===== config.mk =====
export PLATFORM = sky130hd
export DESIGN_NAME = zoom_coord_pipe
export DESIGN_NICKNAME = d
export VERILOG_FILES = /design/src/rtl/zoom_coord_pipe.sv
export SDC_FILE = /design/constraint.sdc
export NUM_CORES = 1
export LEC_CHECK = 0
export CORE_MARGIN = 2
export CORE_UTILIZATION = 60
export DETAILED_ROUTE_END_ITERATION = 8
export DONT_BUFFER_PORTS = 1
export PLACE_DENSITY = 0.85
export SETUP_SLACK_MARGIN = 0.1
export SLEW_MARGIN = 20
export SYNTH_ARGS = -nofsm -noshare
export SYNTH_HDL_FRONTEND = slang
export SYNTH_SLANG_ARGS = --single-unit
export TNS_END_PERCENT = 30

===== constraint.sdc =====
create_clock -name clk_in -period 8.18 [get_ports clk_in]
set_clock_uncertainty 0.05 [all_clocks]
set_input_delay 1.636 -clock clk_in [delete_from_list [all_inputs] [get_ports clk_in]]
set_output_delay 1.636 -clock clk_in [all_outputs]
set_load 0.005 [all_outputs]

===== src/rtl/zoom_coord_pipe.sv =====
// zoom_coord_pipe
// Maps each VGA scan coordinate to a source-image pixel coordinate and a
// framebuffer address. It supports five zoom modes and centres the scaled
// image on the display, cropping it when it is larger than the display.
// The datapath is a 3-stage valid/ready pipeline. A requested mode change is
// held as pending and takes effect on the first accepted frame-start beat (0,0).
//
// Ports
//   clk_in       in   system clock
//   reset        in   asynchronous active-low reset
//   in_valid     in   next_x/next_y carry a valid coordinate beat
//   in_ready     out  pipeline accepts a beat this cycle
//   next_x/y     in   display coordinate (COORD_W bits)
//   ch           in   requested zoom mode, sampled when mode_req=1
//   mode_req     in   one-cycle mode change request
//   mode_done    out  one-cycle pulse: the pending mode became active
//   mode_err     out  one-cycle pulse: mode_req carried an invalid ch
//   active_mode  out  mode applied to beats entering stage 1
//   out_valid    out  output beat valid
//   out_ready    in   downstream accepts the output beat
//   img_x/img_y  out  source pixel coordinate (0 outside the image)
//   in_img       out  display pixel lies inside the scaled image
//   address      out  img_y*SRC_W+img_x (0 outside the image)
module zoom_coord_pipe #(
  parameter int SRC_W   = 320,
  parameter int SRC_H   = 240,
  parameter int DST_W   = 640,
  parameter int DST_H   = 480,
  parameter int COORD_W = 10,
  parameter int ADDR_W  = 17
) (
  input  logic               clk_in,
  input  logic               reset,
  input  logic               in_valid,
  output logic               in_ready,
  input  logic [COORD_W-1:0] next_x,
  input  logic [COORD_W-1:0] next_y,
  input  logic [2:0]         ch,
  input  logic               mode_req,
  output logic               mode_done,
  output logic               mode_err,
  output logic [2:0]         active_mode,
  output logic               out_valid,
  input  logic               out_ready,
  output logic [COORD_W-1:0] img_x,
  output logic [COORD_W-1:0] img_y,
  output logic               in_img,
  output logic [ADDR_W-1:0]  address
);

  localparam int CW = COORD_W + 3;
  typedef logic signed [CW-1:0] sCoord_t;

  // Shift amount that implements the scale factor for each mode.
  function automatic logic [1:0] log2k(input logic [2:0] m);
    case (m)
      3'd1, 3'd3: return 2'd1;
      3'd2, 3'd4: return 2'd2;
      default:    return 2'd0;
    endcase
  endfunction

  function automatic logic zoomOut(input logic [2:0] m);
    return (m == 3'd3) || (m == 3'd4);
  endfunction

  // Compute the scaled image extent along one axis.
  function automatic sCoord_t scaled(input int base, input logic [2:0] m);
    int r;
    case (m)
      3'd1:    r = base * 2;
      3'd2:    r = base * 4;
      3'd3:    r = base / 2;
      3'd4:    r = base / 4;
      default: r = base;
    endcase
    return sCoord_t'(r);
  endfunction

  // Compute the centring offset. It is negative when the scaled image is
  // cropped, so the halving must be an arithmetic shift.
  function automatic sCoord_t offset(input int dst, input int src, input logic [2:0] m);
    sCoord_t s;
    s = scaled(src, m);
    return (sCoord_t'(dst) - s) >>> 1;
  endfunction

  logic [2:0]         r_activeMode;
  logic [2:0]         r_pendMode;
  logic               r_pendValid;
  logic               r_modeDone;
  logic               r_modeErr;
  sCoord_t            r_offX;
  sCoord_t            r_offY;

  logic               r_s1Valid;
  sCoord_t            r_s1U;
  sCoord_t            r_s1V;
  logic [2:0]         r_s1Mode;

  logic               r_s2Valid;
  logic               r_s2InImg;
  logic [COORD_W-1:0] r_s2SrcX;
  logic [COORD_W-1:0] r_s2SrcY;

  logic               r_s3Valid;
  logic               r_s3InImg;
  logic [COORD_W-1:0] r_s3X;
  logic [COORD_W-1:0] r_s3Y;
  logic [ADDR_W-1:0]  r_s3Addr;

  logic               w_advance;
  logic               w_accept;
  logic               w_origin;
  logic               w_apply;
  logic [2:0]         w_effMode;
  sCoord_t            w_offX;
  sCoord_t            w_offY;
  sCoord_t            w_u;
  sCoord_t            w_v;
  sCoord_t            w_sw;
  sCoord_t            w_sh;
  logic               w_inImg;
  logic [1:0]         w_shift;
  logic [COORD_W-1:0] w_srcX;
  logic [COORD_W-1:0] w_srcY;
  logic [ADDR_W-1:0]  w_addr;

  // All stages move together whenever the output slot is empty or is being
  // drained. A pending mode is applied to the frame-start beat in the same
  // cycle it is accepted, so that beat already uses the new offsets.
  assign w_advance = out_ready | ~r_s3Valid;
  assign w_accept  = in_valid & w_advance;
  assign w_origin  = (next_x == '0) && (next_y == '0);
  assign w_apply   = w_accept & w_origin & r_pendValid;
  assign w_effMode = w_apply ? r_pendMode : r_activeMode;
  assign w_offX    = w_apply ? offset(DST_W, SRC_W, r_pendMode) : r_offX;
  assign w_offY    = w_apply ? offset(DST_H, SRC_H, r_pendMode) : r_offY;
  assign w_u       = $signed({3'b000, next_x}) - w_offX;
  assign w_v       = $signed({3'b000, next_y}) - w_offY;

  // Stage 2 combinational part. The bounds test uses the mode that travelled
  // with the beat, so a mode switch never tears beats already in flight.
  assign w_sw    = scaled(SRC_W, r_s1Mode);
  assign w_sh    = scaled(SRC_H, r_s1Mode);
  assign w_inImg = !r_s1U[CW-1] && (r_s1U < w_sw) && !r_s1V[CW-1] && (r_s1V < w_sh);
  assign w_shift = log2k(r_s1Mode);
  assign w_srcX  = COORD_W'(zoomOut(r_s1Mode) ? (r_s1U << w_shift) : (r_s1U >>> w_shift));
  assign w_srcY  = COORD_W'(zoomOut(r_s1Mode) ? (r_s1V << w_shift) : (r_s1V >>> w_shift));

  assign w_addr = ADDR_W'(r_s2SrcY) * ADDR_W'(SRC_W) + ADDR_W'(r_s2SrcX);

  // Mode control. A valid request overwrites any pending mode, including one
  // that is applied in the same cycle: the new request then waits for the
  // next frame start. Invalid codes only raise the error pulse.
  always_ff @(posedge clk_in or negedge reset) begin
    if (!reset) begin
      r_activeMode <= 3'd0;
      r_pendMode   <= 3'd0;
      r_pendValid  <= 1'b0;
      r_modeDone   <= 1'b0;
      r_modeErr    <= 1'b0;
      r_offX       <= offset(DST_W, SRC_W, 3'd0);
      r_offY       <= offset(DST_H, SRC_H, 3'd0);
    end else begin
      r_modeDone <= w_apply;
      r_modeErr  <= mode_req && (ch > 3'd4);
      if (w_apply) begin
        r_activeMode <= r_pendMode;
        r_offX       <= w_offX;
        r_offY       <= w_offY;
      end
      if (mode_req && (ch <= 3'd4)) begin
        r_pendValid <= 1'b1;
        r_pendMode  <= ch;
      end else if (w_apply) begin
        r_pendValid <= 1'b0;
      end
    end
  end

  // The pipeline registers. Bubbles move through as valid=0, and out-of-image
  // beats are forced to zero when they enter the output stage.
  always_ff @(posedge clk_in or negedge reset) begin
    if (!reset) begin
      r_s1Valid <= 1'b0;
      r_s1U     <= '0;
      r_s1V     <= '0;
      r_s1Mode  <= 3'd0;
      r_s2Valid <= 1'b0;
      r_s2InImg <= 1'b0;
      r_s2SrcX  <= '0;
      r_s2SrcY  <= '0;
      r_s3Valid <= 1'b0;
      r_s3InImg <= 1'b0;
      r_s3X     <= '0;
      r_s3Y     <= '0;
      r_s3Addr  <= '0;
    end else if (w_advance) begin
      r_s1Valid <= in_valid;
      r_s1U     <= w_u;
      r_s1V     <= w_v;
      r_s1Mode  <= w_effMode;
      r_s2Valid <= r_s1Valid;
      r_s2InImg <= w_inImg;
      r_s2SrcX  <= w_srcX;
      r_s2SrcY  <= w_srcY;
      r_s3Valid <= r_s2Valid;
      r_s3InImg <= r_s2InImg;
      r_s3X     <= r_s2InImg ? r_s2SrcX : '0;
      r_s3Y     <= r_s2InImg ? r_s2SrcY : '0;
      r_s3Addr  <= r_s2InImg ? w_addr : '0;
    end
  end

  assign in_ready    = w_advance;
  assign mode_done   = r_modeDone;
  assign mode_err    = r_modeErr;
  assign active_mode = r_activeMode;
  assign out_valid   = r_s3Valid;
  assign img_x       = r_s3X;
  assign img_y       = r_s3Y;
  assign in_img      = r_s3InImg;
  assign address     = r_s3Addr;

endmodule


==> results.md, run 1 <==
- Chip Width: ~120 µm
- Internal Power: around 1500 µW
- Die Y: 115.3 µm
- Critical Path AT: 5.60 ns
- Mapped Cells: 827
- VDD IR max: between 0.15 and 0.2 mV
- Final Setup Violations: 0
- Fin. max-slew vios: 0
- Initial DRC Count: between 400 and 500
- Period Utilization, post-route: 65.04%
- Clock share of power: 31.7%
- Clock Sinks: 120
- Die area: roughly 13000 µm²
- Final hold viol count: 0
- Drt total wl: between 15000 and 20000 µm
- Main combinational cell family by area after synthesis: simple AND/OR/NAND/NOR gates
- Post-DP HPWL: ~11000 µm
- Share of cells above drive strength 1: a little over a tenth
- Netlist cell types: 58
- Minimum clock period: 5.320 ns
- Compound-Gate Fraction of Synth Area: between 10 and 15%
- PostCTS Resize Cnt: 0
- # DRC: 0
- Synth warn: 0
- Top post-synthesis cells by area: dfrtp_1 (38%), nand2_1 (8.8%), ha_1 (8.6%)
- WL/cell: between 15 and 20 µm
- Yosys top cell area share: a little under two fifths
- Buffers added on ports: 0
- Ys flop type: dfrtp_1
- Area Growth Syn to Fin: 8.448%
- Initial antenna violation count: 0
- I/O pins: 73
- Async SR Flop Fraction: 100.0%
- TritonCTS clock tree: built
- Initial Util: between 60 and 70%
- Setup Fix Bufs, Post-CTS: 0
- Adder-Cell Fraction of Synth Area: approximately a tenth
- Post-synth top area cell: dfrtp_1
- Comb pwr share: between 30% and 40%
- MaxCap Viol Count: 0
- Slew headroom: approximately 43%
- RSZ-0062 raised after global routing: false
- Clk slew on worst S/H paths: 0.05 ns
- Pre-CTS WS: around 2.5 ns
- Crit path kind: in -> reg
- Critical path capture point type: flip-flop
- Post-synthesis simple-gate area fraction: between 20% and 30%
- EDFF count, synth: 0
- Drt first pass iters: 5
- P_sw: a little over 800 µW
- FF+latch count, synth: 120
- Synth Net Count: 910
- XOR/XNOR Fraction of Synth Area: between 3 and 4%
- Vias after detailed routing: around 5800
- Post-synthesis sequential area ratio: around 40%
- Vias in the first global route: just under 6000
- Critical Path Fanout Max: between 90 and 100
- Row Count: 40
- Pin count of the biggest net entering global routing: ~120
- Total grt overflow: 0
- Clock buffer count from CTS: 17
- LEAKAGE: 0.003727 µW
- Deepest clock path buffer count: 2
- H-tree levels: 4
- Clk_lat worst skew: ~0.42 ns
- FMAX: 0.1880 GHz
- Via density: around 6
- Mux contribution to synthesized area: ~6%
- Cts hold-fix bufs: 0
- Final WS setup: about 2.9 ns
- Slew @ Worst Pin: approximately 0.85 ns
- Hold Crit Class: reg -> reg
- RePlAce Congestion: ~0.9
- Placed inst area: approximately 7500 µm²
- Crit path launch type: primary input
- Pwr Total: about 2300 µW
- Final net count: a little under 900
- Post-layout instance area: roughly 8100 µm²
- Total track usage: between 20% and 30%
- Setup TNS: 0 ns
- First-pass GRT wire length: approximately 28000 µm
- Sw Share: between 30% and 40%
- PwrDens: between 200 and 300 nW/µm²
- Diode count: 0
- Flop pwr share: a little over a third
- DRT antenna net count: 0
- Outcome: finished clean
- Core area: 12060 µm²
- Worst endpoint required time: ~8.5 ns
- Synth Area per Inst: approximately 9 µm²
- Clock tree root driver cell: clkbuf_16
- Synthesized cell area: between 7000 and 8000 µm²
==> synth_stat cells, types with 4 or more instances <==
cell      number
o21a_1        11
nor2b_1       10
nand3_1       43
or3_1          5
nand2_1      174
mux2_2         4
and2_1         8
ha_1          51
inv_1         46
a21o_1        11
o31ai_1        9
o211ai_1       5
nand2b_1      10
o21ai_0       62
a21oi_1       43
nor3_1         9
clkbuf_1      28
dfrtp_1      114
buf_1          5
nand4_1        5
nor2_1        46
buf_2          6
buf_4          6
fa_1           4
a31oi_1        9
dfstp_2        6
xor2_1         9
mux4_2        18
xnor2_1       24
==> state kept, by name, summed over array words and instances, names as in the netlist, 10 cells and up <==
register	count
r_offY	13
address	11
r_s1V	13
r_s2SrcX	10
img_x	10
r_s2SrcY	10
r_s1U	13
img_y	10
r_offX	13
==> path summary, 6_finish.rpt <==
| check | from | to | slack, ns | depth (start not counted) |
|---|---|---|---|---|
| min in group asynchronous | reset | address[12]$_DFFE_PN0N_ | 0.86 | 0 |
| setup reg to reg | out_valid$_DFFE_PN0N_ | r_s1V[11]$_DFFE_PN0N_ | 3.58 | 18 |
| setup / recovery | out_ready | r_s1V[11]$_DFFE_PN0N_ | 2.86 | 18 |
| hold / removal | r_s2Valid$_DFFE_PN0N_ | out_valid$_DFFE_PN0N_ | 0.41 | 1 |
| hold reg to reg | r_s2Valid$_DFFE_PN0N_ | out_valid$_DFFE_PN0N_ | 0.41 | 1 |
| max in group asynchronous | reset | r_offY[4]$_DFFE_PN1N_ | 6.96 | 0 |
==> cells by family (layout without fill, tap and decap cells) <==
kind of cell / Yosys count / count (layout)
simple gates: 331 / 331
buf+inv: 94 / 84
compound gates: 170 / 170
fa+ha+maj: 57 / 57
flops: 120 / 120
mux: 22 / 22
xor+xnor: 33 / 33
==> cell usage in the layout, fill, tap and decap left out, types with 3 or more instances in the layout <==
| cell type | Yosys | layout |
|---|---|---|
| a211oi_1 | 3 | 3 |
| a21o_1 | 11 | 11 |
| a21oi_1 | 43 | 43 |
| a31oi_1 | 9 | 9 |
| and2_1 | 8 | 8 |
| buf_4 | 6 | 5 |
| clkbuf_16 | 0 | 17 |
| clkbuf_8 | 0 | 4 |
| clkinv_2 | 0 | 4 |
| dfrtp_1 | 114 | 114 |
| dfstp_2 | 6 | 6 |
| fa_1 | 4 | 4 |
| ha_1 | 51 | 51 |
| inv_1 | 46 | 46 |
| mux2_2 | 4 | 4 |
| mux4_2 | 18 | 18 |
| nand2_1 | 174 | 174 |
| nand2b_1 | 10 | 10 |
| nand3_1 | 43 | 43 |
| nand4_1 | 5 | 5 |
| nor2_1 | 46 | 46 |
| nor2b_1 | 10 | 9 |
| nor3_1 | 9 | 9 |
| nor4_2 | 3 | 3 |
| o211ai_1 | 5 | 5 |
| o21a_1 | 11 | 11 |
| o21ai_0 | 62 | 62 |
| o31ai_1 | 9 | 9 |
| or2_2 | 3 | 3 |
| or3_1 | 5 | 5 |
| xnor2_1 | 24 | 24 |
| xor2_1 | 9 | 9 |
==> layer usage <==
metal	part of all wire, %	vias to the layer above	GRT usage (%)
met3	6.9	45	7.749
met4	2.9	0	12.45
li1	-	2809	-
met5	0	-	0
met2	49	226	42.61
met1	42	2763	33.90
==> worst max-delay path, cell delays in order <==
cell and delay [ns]:
nor2b_4 0.01, buf_4 0.36, inv_2 0.14, buf_4 0.56
nand3_1 0.25, nor3_1 0.48, nand2_1 0.10, nand2_1 0.09
inv_1 0.06, ha_1 0.34, o21a_1 0.14, o31a_1 0.22
o21ai_0 0.15, a31oi_1 0.18, a31o_2 0.20, a21oi_1 0.08
or3_1 0.33, a31oi_1 0.21
==> final cells by class <==
type,count,area (µm²)
clock buffer,23,488.0
clock inverter,8,95.09
fill,927,3999
inverter,48,180.2
multi-input combinational,613,4041
sequential,120,3010
tap,168,210.2
timing repair buffer,5,37.54
==> metrics by stage <==
stage	hold slack, ns	util (%)	std cells
after floorplan	0.3800	-	827
after global placement	0.3910	62.01	954
after detailed placement	0.4015	62.01	954
after CTS	0.4128	66.85	985
after global routing	0.4243	66.85	985
final	0.4093	66.85	985
==> power by group through the flow <==
stage,clock network [µW],logic (µW),registers (µW)
2_1_floorplan,0,608,765
3_3_place_gp,0,701,809
6_report,728,758,811
3_5_place_dp,0,729,815
4_1_cts,736,758,806
5_1_grt,772,846,819
(Power assumes the default switching activity.)
==> inputs of run 2 (changes only) <==
==> constraint.sdc (replaced) <==
create_clock -name clk_in -period 5.02 [get_ports clk_in]
set_clock_uncertainty 0.05 [all_clocks]
set_input_delay 1.004 -clock clk_in [delete_from_list [all_inputs] [get_ports clk_in]]
set_output_delay 1.004 -clock clk_in [all_outputs]
set_load 0.005 [all_outputs]
==> run 2 against run 1 <==
Against the previous run:
- setup slack lost 2.0 ns
- via count shrank 2.5%
- routed wire length shrank 1.6%
- clock power grew 72%
- critical path depth shrank 4
- final cell count grew 0.10%
- utilization grew 0.30 points
- total power grew 64%
- final area grew 0.45%
- critical path type unchanged
- critical endpoint is now r_s1V[12]$_DFFE_PN0N_
- largest cell class unchanged
==> results.md, run 2 (same netlist as run 1, synthesis figures left out) <==
- Post-layout instance area: 8099 µm²
- PwrDens: between 400 and 500 nW/µm²
- Die area: ~13000 µm²
- Clock Sinks: 120
- Vias in the first global route: around 5600
- Crit path kind: in -> reg
- FMAX: 0.2391 GHz
- WL/cell: 16.59 µm
- Clock buffer count from CTS: 17
- RSZ-0062 raised after global routing: false
- Most frequent cells in the layout: nand2_1 (174), dfrtp_1 (114), o21ai_0 (62)
- Share of cells above drive strength 1: between 10% and 20%
- Slew headroom: 42.30%
- Pin count of the biggest net entering global routing: about 120
- Chip Width: between 100 and 150 µm
- PostCTS Resize Cnt: 0
- Total grt overflow: 0
- Flop pwr share: a little over a third
- LEAKAGE: around 0.0037 µW
- VDD IR max: approximately 0.26 mV
- Initial DRC Count: between 400 and 500
- Drt total wl: 16350 µm
- P_sw: 1294 µW
- Critical Path Fanout Max: 19
- Row Count: 40
- Cts hold-fix bufs: 0
- Clock tree root driver cell: clkbuf_16
- Internal Power: ~2500 µW
- H-tree levels: 4
- Clock share of power: ~33%
- Fin. max-slew vios: 0
- Vias after detailed routing: 5697
- Placed inst area: roughly 7500 µm²
- Final Setup Violations: 0
- Period Utilization, post-route: between 80 and 90%
- I/O pins: 73
- Slew @ Worst Pin: 0.8655 ns
- Hold Crit Class: in -> async
- DRT antenna net count: 0
- Crit path launch type: primary input
- First-pass GRT wire length: 27470 µm
- Clk slew on worst S/H paths: roughly 0.050 ns
- Final net count: 890
- Buffers added on ports: 0
- Area Growth Syn to Fin: 8.936%
- Die Y: 115.3 µm
- Initial antenna violation count: 0
- Setup Fix Bufs, Post-CTS: 0
- Setup TNS: 0 ns
- Crit path max-delay family: simple AND/OR/NAND/NOR gates
- MaxCap Viol Count: 0
- CP Cell Sequence: nor4_1 > and2_4 > nand4_2 > and2_1 > ha_1 > fa_1 > nor2b_1 > o31a_1 > o21ai_1 > a21oi_1 > o211ai_1 > a21oi_1 > a31o_1 > a31oi_1
- Filler cells: ~930
- Crit path top cell by count: a21oi_1
- # DRC: 0
- Core area: around 12000 µm²
- Critical Path Max Stage Delay: around 0.45 ns
- Crit-path slowest cell: nor4_1
- Final hold viol count: 0
- Worst endpoint required time: 5.24 ns
- Diode count: 0
- Total track usage: between 20% and 30%
- Minimum clock period: roughly 4.2 ns
- Drt first pass iters: 5
- Outcome: finished clean
- Critical path capture point type: flip-flop
- Clk_lat worst skew: ~0.42 ns
- Comb pwr share: between 30% and 40%
- WP buf/inv: 0
- Post-DP HPWL: around 11000 µm
- Via density: 5.778
- TritonCTS clock tree: built
- Most common cell after layout, fill and taps aside: nand2_1
- RePlAce Congestion: roughly 0.9
- Critical Path AT: ~4.4 ns
- Initial Util: about 62%
- Pwr Total: ~3800 µW
- Sw Share: around 34%
- Deepest clock path buffer count: 2
-- run 2: changes by cell type in the layout (fill, tap and decap cells not counted), sizes merged --
cell	before	now
buf	5	7
bufinv	2	3
clkbuf	23	22
clkinv	4	3
-- run 2: per-layer routing --
metal | track usage, % | routed length (µm)
met5 | 0 | 0
met3 | 7.011 | 884
met4 | 8.032 | 276
met1 | 34.53 | 7142
met2 | 44.21 | 8050
-- run 2: area by class of cell --
| class | instances | area, µm² | area share, % |
|---|---|---|---|
| clock buffers | 22 | 484.2 | 5.979 |
| clock inverters | 8 | 120.1 | 1.483 |
| inverters | 48 | 180.2 | 2.225 |
| multi-input cells | 613 | 4041 | 49.90 |
| flip-flops and latches | 120 | 3010 | 37.17 |
| well taps | 168 | 210.2 | 2.595 |
| repair buffers | 7 | 52.55 | 0.6488 |
-- run 2: worst reg2reg max path, delay by kind of cell, from the launching register on --
kind | cells | cell delay (ns)
buffers and inverters | 1 | 0.08
AND/OR/NAND/NOR | 5 | 1.28
adder cells (fa/ha/maj) | 2 | 0.61
AO/OA/AOI/OAI | 7 | 1.14
flip-flops | 1 | 0.39
-- run 2: worst paths after layout --
check / from / cells past startpoint / slack, ns / endpoint
min in group clk_in: r_s2Valid$_DFFE_PN0N_ / 2 / 0.41 / r_s2Valid$_DFFE_PN0N_
min reg2reg: r_s2Valid$_DFFE_PN0N_ / 2 / 0.41 / r_s2Valid$_DFFE_PN0N_
max reg2reg: out_valid$_DFFE_PN0N_ / 15 / 1.30 / r_s1V[12]$_DFFE_PN0N_
min: reset / 0 / 0.23 / address[14]$_DFFE_PN0N_
max in group asynchronous: reset / 0 / 4.48 / r_offX[5]$_DFFE_PN1N_
max: next_x[1] / 14 / 0.84 / r_s1V[12]$_DFFE_PN0N_
-- run 2: power groups by stage --
stage | combinational [µW] | clock (µW) | sequential, µW
CTS | 1210 | 1260 | 1310
finish | 1200 | 1250 | 1310
detailed placement | 1180 | 0 | 1320
global placement | 1160 | 0 | 1310
global route | 1350 | 1320 | 1330
floorplan | 991 | 0 | 1250
-- run 2: through the flow --
| step | utilization, % | hold WS [ns] | cells | setup slack, ns |
|---|---|---|---|---|
| 6_report | 67.15 | 0.2254 | 986 | 0.8383 |
| 3_3_place_gp | 62.14 | 0.3908 | 956 | 0.5745 |
| 2_1_floorplan | - | 0.3800 | 827 | 0.9390 |
| 3_5_place_dp | 62.14 | 0.4044 | 956 | 0.4097 |
| 4_1_cts | 67.15 | 0.2203 | 986 | 0.8446 |
| 5_1_grt | 67.15 | 0.2065 | 986 | 0.4035 |
==> inputs of run 3 (changes only) <==
==> constraint.sdc (replaced) <==
create_clock -name clk_in -period 4.1 [get_ports clk_in]
set_clock_uncertainty 0.05 [all_clocks]
set_input_delay 0.82 -clock clk_in [delete_from_list [all_inputs] [get_ports clk_in]]
set_output_delay 0.82 -clock clk_in [all_outputs]
set_load 0.005 [all_outputs]
==> run 3 against run 2 <==
Against the previous run:
- first-iteration DRC count increased by 30%
- global-route usage increased by 0.39 points
- clock power increased by 26%
- routed wire length increased by 2.6%
- utilization increased by 0.65 points
- largest cell class unchanged
- setup slack got worse by 0.40 ns
- worst hold slack got worse by 0.18 ns
- register-to-register slack got worse by 0.86 ns
- clock-buffer cell count increased by 1
- critical path depth increased by 2
- sequential share of layout area decreased by 0.34 points
==> results.md, run 3 (same netlist as run 1, synthesis figures left out) <==
- Core area: approximately 12000 µm²
- Post-DP HPWL: 11450 µm
- Clk_lat worst skew: 0.42 ns
- RSZ-0062 raised after global routing: false
- Hold Crit Class: in -> async
- Critical Path Max Stage Delay: around 0.45 ns
- Multi-input logic area: approximately 4000 µm²
- Die area: 13300 µm²
- Total track usage: a little over a quarter
- Most frequent cells in the layout: nand2_1 (174), dfrtp_1 (113), o21ai_0 (62)
- I/O pins: between 70 and 80
- Crit-path slowest cell: dfrtp_2
- Critical path capture point type: flip-flop
- Crit path kind: reg -> reg
- WP buf/inv: 2
- Slew headroom: between 40 and 50%
- H-tree levels: 4
- Routed wl met2: 8208 µm
- DRT antenna net count: 0
- Top sig layer: met4
- Outcome: finished clean
- Worst endpoint required time: between 4 and 5 ns
- Deepest clock path buffer count: 2
- Initial Util: roughly 62%
- TritonCTS clock tree: built
- Slew @ Worst Pin: about 0.84 ns
- Final WS setup: 0.4358 ns
- MaxCap Viol Count: 0
- Pin count of the biggest net entering global routing: ~120
- Met3 WL: roughly 1000 µm
- Die Y: around 120 µm
- Clk slew on worst S/H paths: roughly 0.050 ns
- VDD IR max: ~0.36 mV
- Register area: ~3000 µm²
- Final Setup Violations: 0
- Chip Width: between 100 and 150 µm
- Clock buffer count from CTS: 17
- Flop pwr share: approximately a third
- Crit path max-delay family: compound AO/OA/AOI/OAI gates
- Filler cells: about 930
- Vias after detailed routing: between 5000 and 6000
- Sw Share: 34.34%
- Area Growth Syn to Fin: 9.997%
- Via density: between 5 and 6
- Clock Sinks: between 100 and 150
- # DRC: 0
- CP Cell Sequence: nand2b_1 > inv_1 > a21oi_1 > ha_1 > xnor2_1 > o21ai_0 > inv_1 > ha_1 > o21a_1 > o31a_1 > o21ai_0 > a31oi_1 > a31o_2 > a21oi_1 > or3_1 > a31oi_1
- PwrDens: approximately 570 nW/µm²
- Row Count: 40
- Most common cell after layout, fill and taps aside: nand2_1
- Pre-CTS WS: approximately 0.10 ns
- Critical Path Fanout Max: 9
- First-pass GRT wire length: 27830 µm
- Internal Power: between 3000 and 4000 µW
- Critical Path AT: 3.95 ns
- Fin. max-slew vios: 0
- Clock tree root driver cell: clkbuf_16
- Minimum clock period: between 3 and 4 ns
- RePlAce Congestion: ~0.91
- Diode count: 0
- Initial antenna violation count: 0
- Total grt overflow: 0
- M1 WL: just over 7000 µm
- WL/cell: around 17 µm
- Vias in the first global route: around 5800
- Drt total wl: 16780 µm
- FMAX: 0.2729 GHz
- LEAKAGE: approximately 0.0038 µW
- Final hold viol count: 0
- Initial DRC Count: roughly 540
- Buffers added on ports: 0
- Setup TNS: 0 ns
- P_sw: roughly 1600 µW
- Clock share of power: roughly a third
- Setup Fix Bufs, Post-CTS: 0
- Period Utilization, post-route: between 80 and 90%
- Final net count: around 900
- Comb pwr share: between 30% and 40%
- Drt first pass iters: 5
- Share of cells above drive strength 1: between 10% and 20%
- Crit path launch type: flip-flop
==> run 3: changes by cell type in the layout (fill, tap and decap cells not counted), sizes merged <==
cell	delta
clkinvlp	-2
clkinv	+1
clkbuf	+1
buf	+6
bufinv	+1
==> run 3: final timing paths <==
| path | end | depth (start not counted) | start | slack [ns] |
|---|---|---|---|---|
| max | r_s1V[11]$_DFFE_PN0N_ | 16 | r_pendMode[2]$_DFFE_PN0P_ | 0.44 |
| min | address[13]$_DFFE_PN0N_ | 0 | reset | 0.05 |
| max reg2reg | r_s1V[11]$_DFFE_PN0N_ | 16 | r_pendMode[2]$_DFFE_PN0P_ | 0.44 |
| min reg2reg | out_valid$_DFFE_PN0N_ | 1 | r_s2Valid$_DFFE_PN0N_ | 0.41 |
| max in group asynchronous | r_offY[5]$_DFFE_PN1N_ | 0 | reset | 3.70 |
| min in group clk_in | out_valid$_DFFE_PN0N_ | 1 | r_s2Valid$_DFFE_PN0N_ | 0.41 |
==> run 3: final cells by class <==
cell class	count	share of cell area [%]
Tap cell	168	2.570
Multi-Input combinational cell	613	49.45
Sequential cell	120	36.83
Inverter	48	2.203
Clock buffer	23	5.845
Clock inverter	8	1.759
Timing Repair Buffer	13	1.346
==> run 3: power by group through the flow <==
stage / registers, µW / clock network [µW] / logic (µW)
3_3_place_gp: 1610 / 0 / 1410
5_1_grt: 1630 / 1650 / 1700
3_5_place_dp: 1620 / 0 / 1460
6_report: 1610 / 1570 / 1510
2_1_floorplan: 1530 / 0 / 1210
4_1_cts: 1600 / 1590 / 1510
==> run 3: per-layer routing <==
layer  vias to the layer above  global-route usage (%)
li1                       2830                       -
met1                      2817                   34.01
met2                       180                   44.60
met3                        36                   6.958
met4                         0                   11.33
met5                         -                       0
==> run 3: per-stage QoR <==
| stage | util, % | std cells | instance area [µm²] | power [µW] | hold WS, ns |
|---|---|---|---|---|---|
| 6_report | 67.80 | 993 | 8178 | 4689 | 0.04972 |
| 5_1_grt | 67.80 | 993 | 8178 | 4987 | 0.02517 |
| 4_1_cts | 67.77 | 993 | 8174 | 4697 | 0.03251 |
| 3_5_place_dp | 62.61 | 962 | 7552 | 3075 | 0.4004 |
| 3_3_place_gp | 62.61 | 962 | 7552 | 3018 | 0.3917 |
| 2_1_floorplan | - | 827 | 7435 | 2739 | 0.3800 |
==> run 3: timing repair <==
action	4_1_cts	5_1_grt
endpoints found under the setup margin	0	2
hold buffers	0	0
gates resized for setup	0	2
